<file path="src/rtl/pipe_mem_pkg.sv">
// Shared constants for the MEM stage: I/O register byte addresses and default data RAM size.
package pipe_mem_pkg;

  localparam int DMEM_AW_DEFAULT = 5;

  localparam logic [7:0] OUT0_ADDR = 8'h80;
  localparam logic [7:0] OUT1_ADDR = 8'h84;
  localparam logic [7:0] OUT2_ADDR = 8'h88;
  localparam logic [7:0] IN0_ADDR  = 8'hC0;
  localparam logic [7:0] IN1_ADDR  = 8'hC4;

endpackage

</file>
<file path="src/rtl/pipe_dmem.sv">
// Single-port data RAM with write enable and a read-first registered read port.
module pipe_dmem #(
  parameter int AW = 5
) (
  input  logic          clock,
  input  logic          we,
  input  logic [AW-1:0] addr,
  input  logic [31:0]   din,
  output logic [31:0]   dout
);

  logic [31:0] mem [2**AW];

  // The read samples the array before this edge's write lands, so a same-word
  // access returns the old contents.
  always_ff @(posedge clock) begin
    if (we) begin
      mem[addr] <= din;
    end
    dout <= mem[addr];
  end

endmodule

</file>
<file path="src/rtl/pipemwstage.sv">
// MEM stage plus MEM/WB register: data RAM, board I/O port registers and WB outputs.
// Define PIPEMW_IN_SYNC_EN to pass in_port0/in_port1 through 2-flop synchronizers.
import pipe_mem_pkg::*;

module pipemwstage #(
  parameter int DMEM_AW = DMEM_AW_DEFAULT,
  parameter int IO_BIT  = 7
) (
  input  logic        clock,
  input  logic        resetn,
  input  logic        mwreg,
  input  logic        mm2reg,
  input  logic        mwmem,
  input  logic [31:0] malu,
  input  logic [31:0] mb,
  input  logic [4:0]  mrn,
  input  logic [31:0] in_port0,
  input  logic [31:0] in_port1,
  output logic        wwreg,
  output logic        wm2reg,
  output logic [31:0] wmo,
  output logic [31:0] walu,
  output logic [4:0]  wrn,
  output logic [31:0] out_port0,
  output logic [31:0] out_port1,
  output logic [31:0] out_port2
);

  localparam int IOW = IO_BIT + 1;

  logic           is_io;
  logic [IO_BIT:0] io_word;
  logic           ram_we;
  logic [31:0]    ram_q;
  logic [31:0]    in0_v;
  logic [31:0]    in1_v;
  logic [31:0]    io_rdata;
  logic [31:0]    io_q;
  logic           ram_sel_q;

  assign is_io   = malu[IO_BIT];
  assign io_word = {malu[IO_BIT:2], 2'b00};
  assign ram_we  = resetn & mwmem & ~is_io;

  pipe_dmem #(
    .AW(DMEM_AW)
  ) u_dmem (
    .clock(clock),
    .we   (ram_we),
    .addr (malu[DMEM_AW+1:2]),
    .din  (mb),
    .dout (ram_q)
  );

`ifdef PIPEMW_IN_SYNC_EN
  logic [31:0] in0_s1;
  logic [31:0] in0_s2;
  logic [31:0] in1_s1;
  logic [31:0] in1_s2;

  always_ff @(posedge clock) begin
    if (!resetn) begin
      in0_s1 <= '0;
      in0_s2 <= '0;
      in1_s1 <= '0;
      in1_s2 <= '0;
    end else begin
      in0_s1 <= in_port0;
      in0_s2 <= in0_s1;
      in1_s1 <= in_port1;
      in1_s2 <= in1_s1;
    end
  end

  assign in0_v = in0_s2;
  assign in1_v = in1_s2;
`else
  assign in0_v = in_port0;
  assign in1_v = in_port1;
`endif

  // RAM addresses have io_word[IO_BIT]=0 and so never match an I/O constant.
  always_comb begin
    io_rdata = '0;
    if (io_word == IOW'(OUT0_ADDR)) begin
      io_rdata = out_port0;
    end else if (io_word == IOW'(OUT1_ADDR)) begin
      io_rdata = out_port1;
    end else if (io_word == IOW'(OUT2_ADDR)) begin
      io_rdata = out_port2;
    end else if (io_word == IOW'(IN0_ADDR)) begin
      io_rdata = in0_v;
    end else if (io_word == IOW'(IN1_ADDR)) begin
      io_rdata = in1_v;
    end
  end

  always_ff @(posedge clock) begin
    if (!resetn) begin
      wwreg     <= 1'b0;
      wm2reg    <= 1'b0;
      walu      <= '0;
      wrn       <= '0;
      io_q      <= '0;
      ram_sel_q <= 1'b0;
      out_port0 <= '0;
      out_port1 <= '0;
      out_port2 <= '0;
    end else begin
      wwreg     <= mwreg;
      wm2reg    <= mm2reg;
      walu      <= malu;
      wrn       <= mrn;
      io_q      <= io_rdata;
      ram_sel_q <= ~is_io;
      if (mwmem && io_word == IOW'(OUT0_ADDR)) begin
        out_port0 <= mb;
      end
      if (mwmem && io_word == IOW'(OUT1_ADDR)) begin
        out_port1 <= mb;
      end
      if (mwmem && io_word == IOW'(OUT2_ADDR)) begin
        out_port2 <= mb;
      end
    end
  end

  // The RAM word and the I/O word are both registered on the same edge; the
  // registered region select picks between them, and clears to the I/O side.
  assign wmo = ram_sel_q ? ram_q : io_q;

endmodule

</file>
<file path="config.mk">
export PLATFORM = sky130hd
export DESIGN_NAME = pipemwstage
export DESIGN_NICKNAME = d
export VERILOG_FILES = /design/src/rtl/pipe_mem_pkg.sv /design/src/rtl/pipe_dmem.sv /design/src/rtl/pipemwstage.sv
export SDC_FILE = /design/constraint.sdc
export NUM_CORES = 1
export LEC_CHECK = 0
export ABC_AREA = 0
export ABC_CLOCK_PERIOD_IN_PS = 7300
export CAP_MARGIN = 25
export CELL_PAD_IN_SITES_DETAIL_PLACEMENT = 1
export CELL_PAD_IN_SITES_GLOBAL_PLACEMENT = 1
export CORE_ASPECT_RATIO = 2
export CORE_MARGIN = 5
export CORE_UTILIZATION = 30
export DETAILED_ROUTE_END_ITERATION = 8
export MAX_ROUTING_LAYER = met4
export PLACE_DENSITY_LB_ADDON = 0.1
export SLEW_MARGIN = 25
export SYNTH_ARGS = -nofsm -noshare
export SYNTH_HDL_FRONTEND = slang
export SYNTH_HIERARCHICAL = 1
export SYNTH_SLANG_ARGS = --single-unit
export TNS_END_PERCENT = 1
</file>
<file path="constraint.sdc">
create_clock -name clock -period 7.3 [get_ports clock]
set_input_delay 1.46 -clock clock [delete_from_list [all_inputs] [get_ports clock]]
set_output_delay 1.46 -clock clock [all_outputs]
set_load 0.01 [all_outputs]
</file>
# Word level (Yosys, flattened, before mapping)
# Memory sizes are Yosys's and may differ from the RTL's. A register that Yosys moved wholly into a read port is not among the register bits.
# Index checks and enable logic that the tools add are counted.
# Widths: inputs -> output; s select.
dict set report word_totals {
  memories 1
  out_inout_bits 167
  mem_bits_rw 1024
  input_bits 138
  elab_cells 29
  regBits 168
}
dict set report op_classes {
  n_bitwise 3
  muxes 8
  n_reduce_logical 3
  n_eq_ne 5
}
# name words width rd rd_ports_with_merged_regs write_ports line_no
set mem_list {}
lappend mem_list {u_dmem.mem 32 32 1 1 1 pipe_dmem.sv:12} ;# logic [31:0] mem [2**AW];
# op n
set op_table {}
lappend op_table {{$mux 32} 6}
lappend op_table {{$eq 6x6->1 const B} 5}
lappend op_table {{$logic_and 1x1->1} 3}
lappend op_table {{$and 1x1->1} 2}
lappend op_table {{$mux 1} 2}
lappend op_table {{$not 1->1} 1}

# Logic depth before layout (Yosys ltp)
dict set report depth {
  word_depth 6
  ltp_mapped 8
  depth_no_buf 4
}

# Hierarchy
# The synthesis kept the hierarchy.
# module cells_each area_each_um2 seq_area_each_um2 instances
set by_module_without_submodules {}
lappend by_module_without_submodules {pipe_dmem 2107 39741.9 31390.1 1}
lappend by_module_without_submodules {pipemwstage 702 6676.4 3363.2 1}

# Least setup slack after synthesis
# OpenSTA, ideal clock, no wires.
dict set report synth_path {
  path_kind {input to register}
  start {in resetn}
  end {mem u_dmem.mem[24][0], enable pin}
  required_time_ns 6.839
  t_arrival_ns 5.080
  setup_ns 0.461
  setup_slack_ns 1.759
  cell_stages 7
  n_path_buf 3
  path_cell_list {clkbuf_1 -> clkbuf_1 -> nor2b_1 -> and2_1 -> or3b_2 -> clkbuf_1 -> nor3_1}
}
dict set report synth_between {
  elab_chain_len 4
}
# element line_no
set synth_lines {}
lappend synth_lines {{start, declared} pipemwstage.sv:10} ;# input logic resetn,
lappend synth_lines {{$and 1x1->1 (2 in series)} pipemwstage.sv:43} ;# assign ram_we = resetn & mwmem & ~is_io;
lappend synth_lines {{named net ram_we} pipemwstage.sv:33} ;# logic ram_we;
lappend synth_lines {{$mux 1} pipe_dmem.sv:17} ;# if (we) begin
lappend synth_lines {{$mux 1 (not written as such)} pipe_dmem.sv:18} ;# mem[addr] <= din;
lappend synth_lines {{end, declared} pipe_dmem.sv:12}
# The timed path passes the listed nets, and every way through them passes these cells.

==> summary.txt <==
Timing
  • Period minus WS final: about 4.8 ns
  • Post-Route Setup TNS: 0 ns
  • Worst Max-Slew Pin Slew: roughly 1.1 ns
  • Setup Skew: between 0.015 and 0.02 ns
  • Slew headroom: a little under a quarter
  • Final period util: between 60% and 70%
  • Final Hold Fails: 0
  • Setup-failing EPs final: 0
  • Achievable Freq: around 210 MHz
  • RSZ-0062 raised after global routing: false
  • Fin. max-slew vios: 0

Finish
  • Non-Filler Cell Area, Final: 0.0557 sq mm
  • Filler cells: around 16k
  • Synth-to-layout area growth: 20.0%
  • Fin nets: roughly 3.3k
  • Share of cells above drive strength 1: between 10% and 20%

Power
  • LEAKAGE: approximately 0.019 uW
  • Power Density: around 260 mW/mm^2
  • VDD IR max: 0.165 mV

CTS
  • Post-CTS Setup Inserts: 0
  • Hold_buf cts: 0
  • CTS tree: yes
  • Total clock sinks: 1224
  • Clock root buffer: clkbuf_16
  • Clock transition at the registers of the reported paths: approximately 0.07 ns
  • CTS Buf Count: 109
  • Clk_lat worst skew: approximately 0.72 ns
  • H-tree Lvls: 3
  • CTS Buffer Depth: 3
  • Post_cts resized: 0

Hold path
  • Hold Crit Class: register to register

GRT
  • Global-route wire length before repair: roughly 230000 microns
  • GRT overflow: 0
  • Number of global-route vias before repair: between 20k and 30k
  • Pin count of the biggest net entering global routing: roughly 130
  • All-Layer GR Usage: a little over a fifth
  • Initial antenna violation count: 7

Place
  • Placed inst area: 0.0521 sq mm
  • Global placement routability congestion: ~0.8
  • IO Port Bufs: about 300
  • Dpl hpwl: approximately 110000 microns

Run
  • MaxCap Viol Count: 0

Worst setup path
  • Critical Path RT: a little under 8 ns
  • Crit path launch: malu[3]
  • Crit Reg-Reg Endpoint: u_dmem/dout[24]
  • Arrival @ worst endpoint: 5.34 ns
  • Crit path max fanout: about 110
  • R2r setup slk: about 5.1 ns
  • Startpoint types: primary input
  • Reg-to-reg startpoint: u_dmem/mem[31][24]
  • Worst Setup End Kind: register
  • R2R cell count: 4
  • End of the critical path: u_dmem/dout[24]
  • WS Path Type: primary input to register

Die
  • DIE AREA: 0.163 sq mm
  • Die Y: 566 microns
  • Cell row count: between 200 and 250
  • I/O pin count: ~300
  • Core footprint: 0.154 sq mm
  • Horiz. Die Dim: between 200 and 300 microns
  • Starting Density: 30.1%

Logic synthesis
  • Top-area cell type share of the netlist area: 66.2%
  • Yosys cell types: 40
  • Synth Flop Type: edfxtp_1
  • Count leader, synth: edfxtp_1
  • Syn. warnings: 6
  • Syn Inst Count: between 2k and 3k
  • Mapped Nets: roughly 2.9k
  • Synth cell count leaders: 1024 x edfxtp_1, 544 x mux2i_1, 256 x o22ai_1
  • Sequential area share after synthesis: 74.9%
  • Mapped Avg Cell Area: approximately 17 sq um
  • EDFF count, synth: around 1k
  • Share of flip-flops with an asynchronous set or reset: 0%
  • Synth Register Bits: between 1k and 1.5k
  • Post-Syn Area: ~0.046 sq mm
  • Top cells by area, synth: edfxtp_1 66%, mux2i_1 12%, dfxtp_1 8.6%
  • Yosys top cell by area: edfxtp_1

Detailed routing
  • Residual DRC count: 0
  • DRT Pass-1 Iters: 5
  • Drt via density: 5.09
  • Post-Route WL: about 170000 microns
  • Via count: approximately 27k
  • Final ANT Viol Nets: 0
  • Wire length per cell: between 30 and 40 microns
  • DR iter-0 viols: ~1.7k

Status
  • Outcome: finished, final reports clean
==> critical path: stages <==
cell and delay [ns]:
buf_8 0.55, buf_12 0.67, buf_4 0.77, mux2i_1 0.34, o22ai_1 0.14, nor4_1 0.93, nand2_1 0.29
==> where the power goes <==
group	leakage [uW]	total, uW	internal, uW	switching [uW]
combinational	0.00636	767	290	478
sequential	0.0108	7720	7620	95.1
clock	0.00177	5860	3250	2620
==> through the flow <==
| stage | std cells | setup WS [ns] | utilization (%) | hold slack (ns) | power, uW |
|---|---|---|---|---|---|
| final | 5292 | 2.46 | 36.1 | 0.480 | 14300 |
| after global routing | 5292 | 2.42 | 36.1 | 0.506 | 14800 |
| after CTS | 5283 | 2.43 | 36.1 | 0.479 | 14500 |
| after detailed placement | 5080 | 1.67 | 33.8 | 0.469 | 8660 |
| after global placement | 5076 | 1.27 | 33.7 | 0.461 | 8650 |
| after floorplan | 2809 | 1.76 | - | 0.491 | 8130 |
==> flip-flops by register name, summed over array words and instances (netlist names) <==
register / count
u_dmem/mem: 1024
io_q: 32
out_port0: 32
out_port1: 32
out_port2: 32
u_dmem/dout: 32
walu: 32
wrn: 5
ram_sel_q: 1
wm2reg: 1
wwreg: 1
==> area by class of cell <==
class / instances / area, sq um / share of cell area [%]
clock buffer: 155 / 3110 / 5.58
multi-input combinational: 1394 / 10900 / 19.6
clock inverter: 48 / 465 / 0.835
antenna: 7 / 17.5 / 0.0314
timing repair buffer: 404 / 3870 / 6.95
sequential: 1224 / 34800 / 62.4
tap: 2060 / 2580 / 4.63
==> cells in the final DEF (no fill, tap or decap), types with 40 or more instances in the layout <==
cell type / synthesis / final
and2_1: 40 / 40
buf_4: 5 / 90
clkbuf_16: 0 / 113
clkdlybuf4s50_1: 0 / 290
dfxtp_1: 200 / 199
edfxtp_1: 1024 / 1024
mux2i_1: 544 / 544
nand2_1: 132 / 132
nand3_1: 66 / 66
nor4_1: 64 / 62
o21ai_0: 75 / 75
o22ai_1: 256 / 256
==> routing by layer <==
layer	track usage (%)	share of wire, %	vias up
met5	-	0	-
met4	6.39	3.4	0
met3	2.76	3.6	190
met2	40.0	57	645
met1	22.2	37	14400
li1	-	-	11700
==> worst min-delay path by stage <==
stage | depth (start not counted) | endpoint | slack [ns] | from
after floorplan | 2 | out_port2[10] | 0.49 | out_port2[10]
after global placement | 2 | out_port2[29] | 0.46 | out_port2[29]
after detailed placement | 2 | out_port2[7] | 0.47 | out_port2[7]
after CTS | 2 | out_port2[7] | 0.48 | out_port2[7]
after global routing | 2 | out_port2[7] | 0.51 | out_port2[7]
final | 2 | out_port2[7] | 0.48 | out_port2[7]
==> logic make-up after synthesis <==
kind of cell | Yosys count | share of synthesized area [%]
buffers and inverters | 191 | 2.28
AND/OR/NAND/NOR | 370 | 4.22
flip-flops | 1224 | 74.9
multiplexers | 576 | 12.5
AO/OA/AOI/OAI | 448 | 6.12
(Power assumes the default switching activity.)
==> variant (same flow settings) <==
Add a define of `PIPEMW_IN_SYNC_EN`.
--- a/src/rtl/pipemwstage.sv
+++ b/src/rtl/pipemwstage.sv
@@ -2,2 +2,4 @@
 // Define PIPEMW_IN_SYNC_EN to pass in_port0/in_port1 through 2-flop synchronizers.
+`define PIPEMW_IN_SYNC_EN
+
 import pipe_mem_pkg::*;
Behaviour: not the same (a bounded check fails within 4 cycles, from zero or initial values and one cycle with resetn low).
==> variant against the unedited design <==
  * Sequential cell count grew 128
  * Non-clock buffer count down 9
  * Final area grew 6.4%
  * Power is 7.0% higher
  * Largest power group unchanged
  * Routed wire length shrank 7.1%
  * Clock skew is 0.0023 ns lower
  * Setup slack improved by 0.29 ns
  * Area after synthesis increased by 7.4%
  * Critical endpoint is now u_dmem/dout[16]$_DFF_P_
  * Cell count rose by 6.2%
  * Worst hold slack worse by 0.054 ns
==> variant: results (changes against the unedited design) <==
* Cts bufs inserted at 118 (+8.3%)
* Worst Max-Slew Pin Slew at 1.28 ns (+0.128 ns)
* Met3 routed WL at 6.26 mm (+3.3%)
* Leak at 20.3 nW (+7.2%)
* Final estimated routing congestion in global placement at 0.777 (-4.8%)
* Critical path peak fanout at 19 (-82%)
* Top post-synthesis cells by count: edfxtp_1 (1,024), mux2i_1 (544), dfxtp_1 (328), o22ai_1 (256), and2_1 (168)
* Max IR drop VDD at 0.000215 V (+30%)
* Layout cell share with drive strength beyond 1 at 10.5% (-0.73 points)
* Yosys cell types at 42 (+5.0%)
* Largest cells by area after synthesis: edfxtp_1 (62%), dfxtp_1 (13%), mux2i_1 (11%)
* Status: complete, no violations
* DR pass1 iterations at 5 (unchanged)
* Nets at 3,527 (+7.8%)
* Clock Path Buffers at 3 (unchanged)
* Met2 WL post-DR at 88.1 mm (-8.7%)
* Top Layer Used: met4
* All-layer global routing usage at 18.3% (-2.7 points)
* Iteration-0 DRC count of the detailed router at 1,404 (-15%)
* Root Buffer: clkbuf_16
* Final wirelength at 158 mm (-7.1%)
* Routed length on met1 at 60.8 mm (-2.4%)
* Largest net degree at the start of global routing at 133 (+5.6%)
* Global-route wire length before repair at 227 mm (-3.0%)
* Vias per cell at 4.95 (-2.9%)
* Post-synthesis mux area share at 11.6% (-0.86 points)
* Compound-cell area share of the yosys netlist at 5.70% (-0.42 points)
* Initial antenna violation count at 13 (+6)
* Post-Syn Nets at 3,217 (+9.2%)
* Post-synth ARST share at 0% (unchanged)
* WP data arrival at 5.06 ns (-0.28 ns)
* Vias in the first global route at 30,500 (+4.0%)
* Hpwl dp at 101 mm (-7.3%)
* Register area share after synthesis at 74.9% (about the same)
* Fin Clk Skew at 0.0161 ns (-0.00234 ns)
==> variant: cell count changes after synthesis, sizes merged <==
| cell | before | now |
|---|---|---|
| clkbuf | 54 | 68 |
| dfxtp | 200 | 328 |
| and2 | 40 | 168 |
==> variant: kinds of logic after synthesis <==
family | after synthesis
buf+inv | 205
simple gates | 498
compound gates | 448
mux | 576
flops | 1352
==> variant: power breakdown <==
part	internal (mW)	leakage, nW	switching, mW
Sequential	8.35	11.9	0.0491
Clock	3.36	1.81	2.82
Combinational	0.299	6.63	0.468
Total	12.0	20.3	3.33
==> variant: final timing paths <==
check                                   start                       to  slack (ns)  cells past startpoint
hold / removal           in0_s1[3]$_SDFF_PN0_     in0_s2[3]$_SDFF_PN0_        0.43                      1
hold reg to reg          in0_s1[3]$_SDFF_PN0_     in0_s2[3]$_SDFF_PN0_        0.43                      1
setup reg to reg  u_dmem/mem[3][16]$_DFFE_PP_  u_dmem/dout[16]$_DFF_P_        5.09                      4
setup / recovery                      malu[6]  u_dmem/dout[16]$_DFF_P_        2.75                      6
==> variant: area by class of cell <==
type                       count  area [um2]
antenna                        3        7.51
clock buffer                 157        3240
clock inverter                63         509
fill                       16700      106000
multi-input combinational   1522       11700
sequential                  1352       37300
tap                         2130        2670
timing repair buffer         395        3820
==> variant: per-layer routing <==
layer | track usage (%) | vias up
met3 | 2.92 | 191
met2 | 35.1 | 592
met4 | 4.13 | 0
met1 | 19.8 | 14600
li1 | - | 12500
met5 | - | -
==> variant: through the flow <==
stage | cells | worst slack [ns] | area [um2] | hold slack (ns) | total power [mW]
2_1_floorplan | 3079 | 1.81 | 49800 | 0.412 | 8.90
3_3_place_gp | 5392 | 2.21 | 55400 | 0.415 | 9.34
3_5_place_dp | 5398 | 2.10 | 55500 | 0.421 | 9.35
4_1_cts | 5618 | 2.90 | 59300 | 0.432 | 15.6
5_1_grt | 5620 | 2.75 | 59300 | 0.440 | 15.9
6_report | 5622 | 2.75 | 59300 | 0.426 | 15.3
==> variant: worst max-delay path, cell delays in order <==
cell	delay (ns)
clkdlybuf4s50_1	1.04
nand4bb_2	0.78
buf_4	0.37
o22ai_1	0.13
nor4_1	0.98
nand2_1	0.25
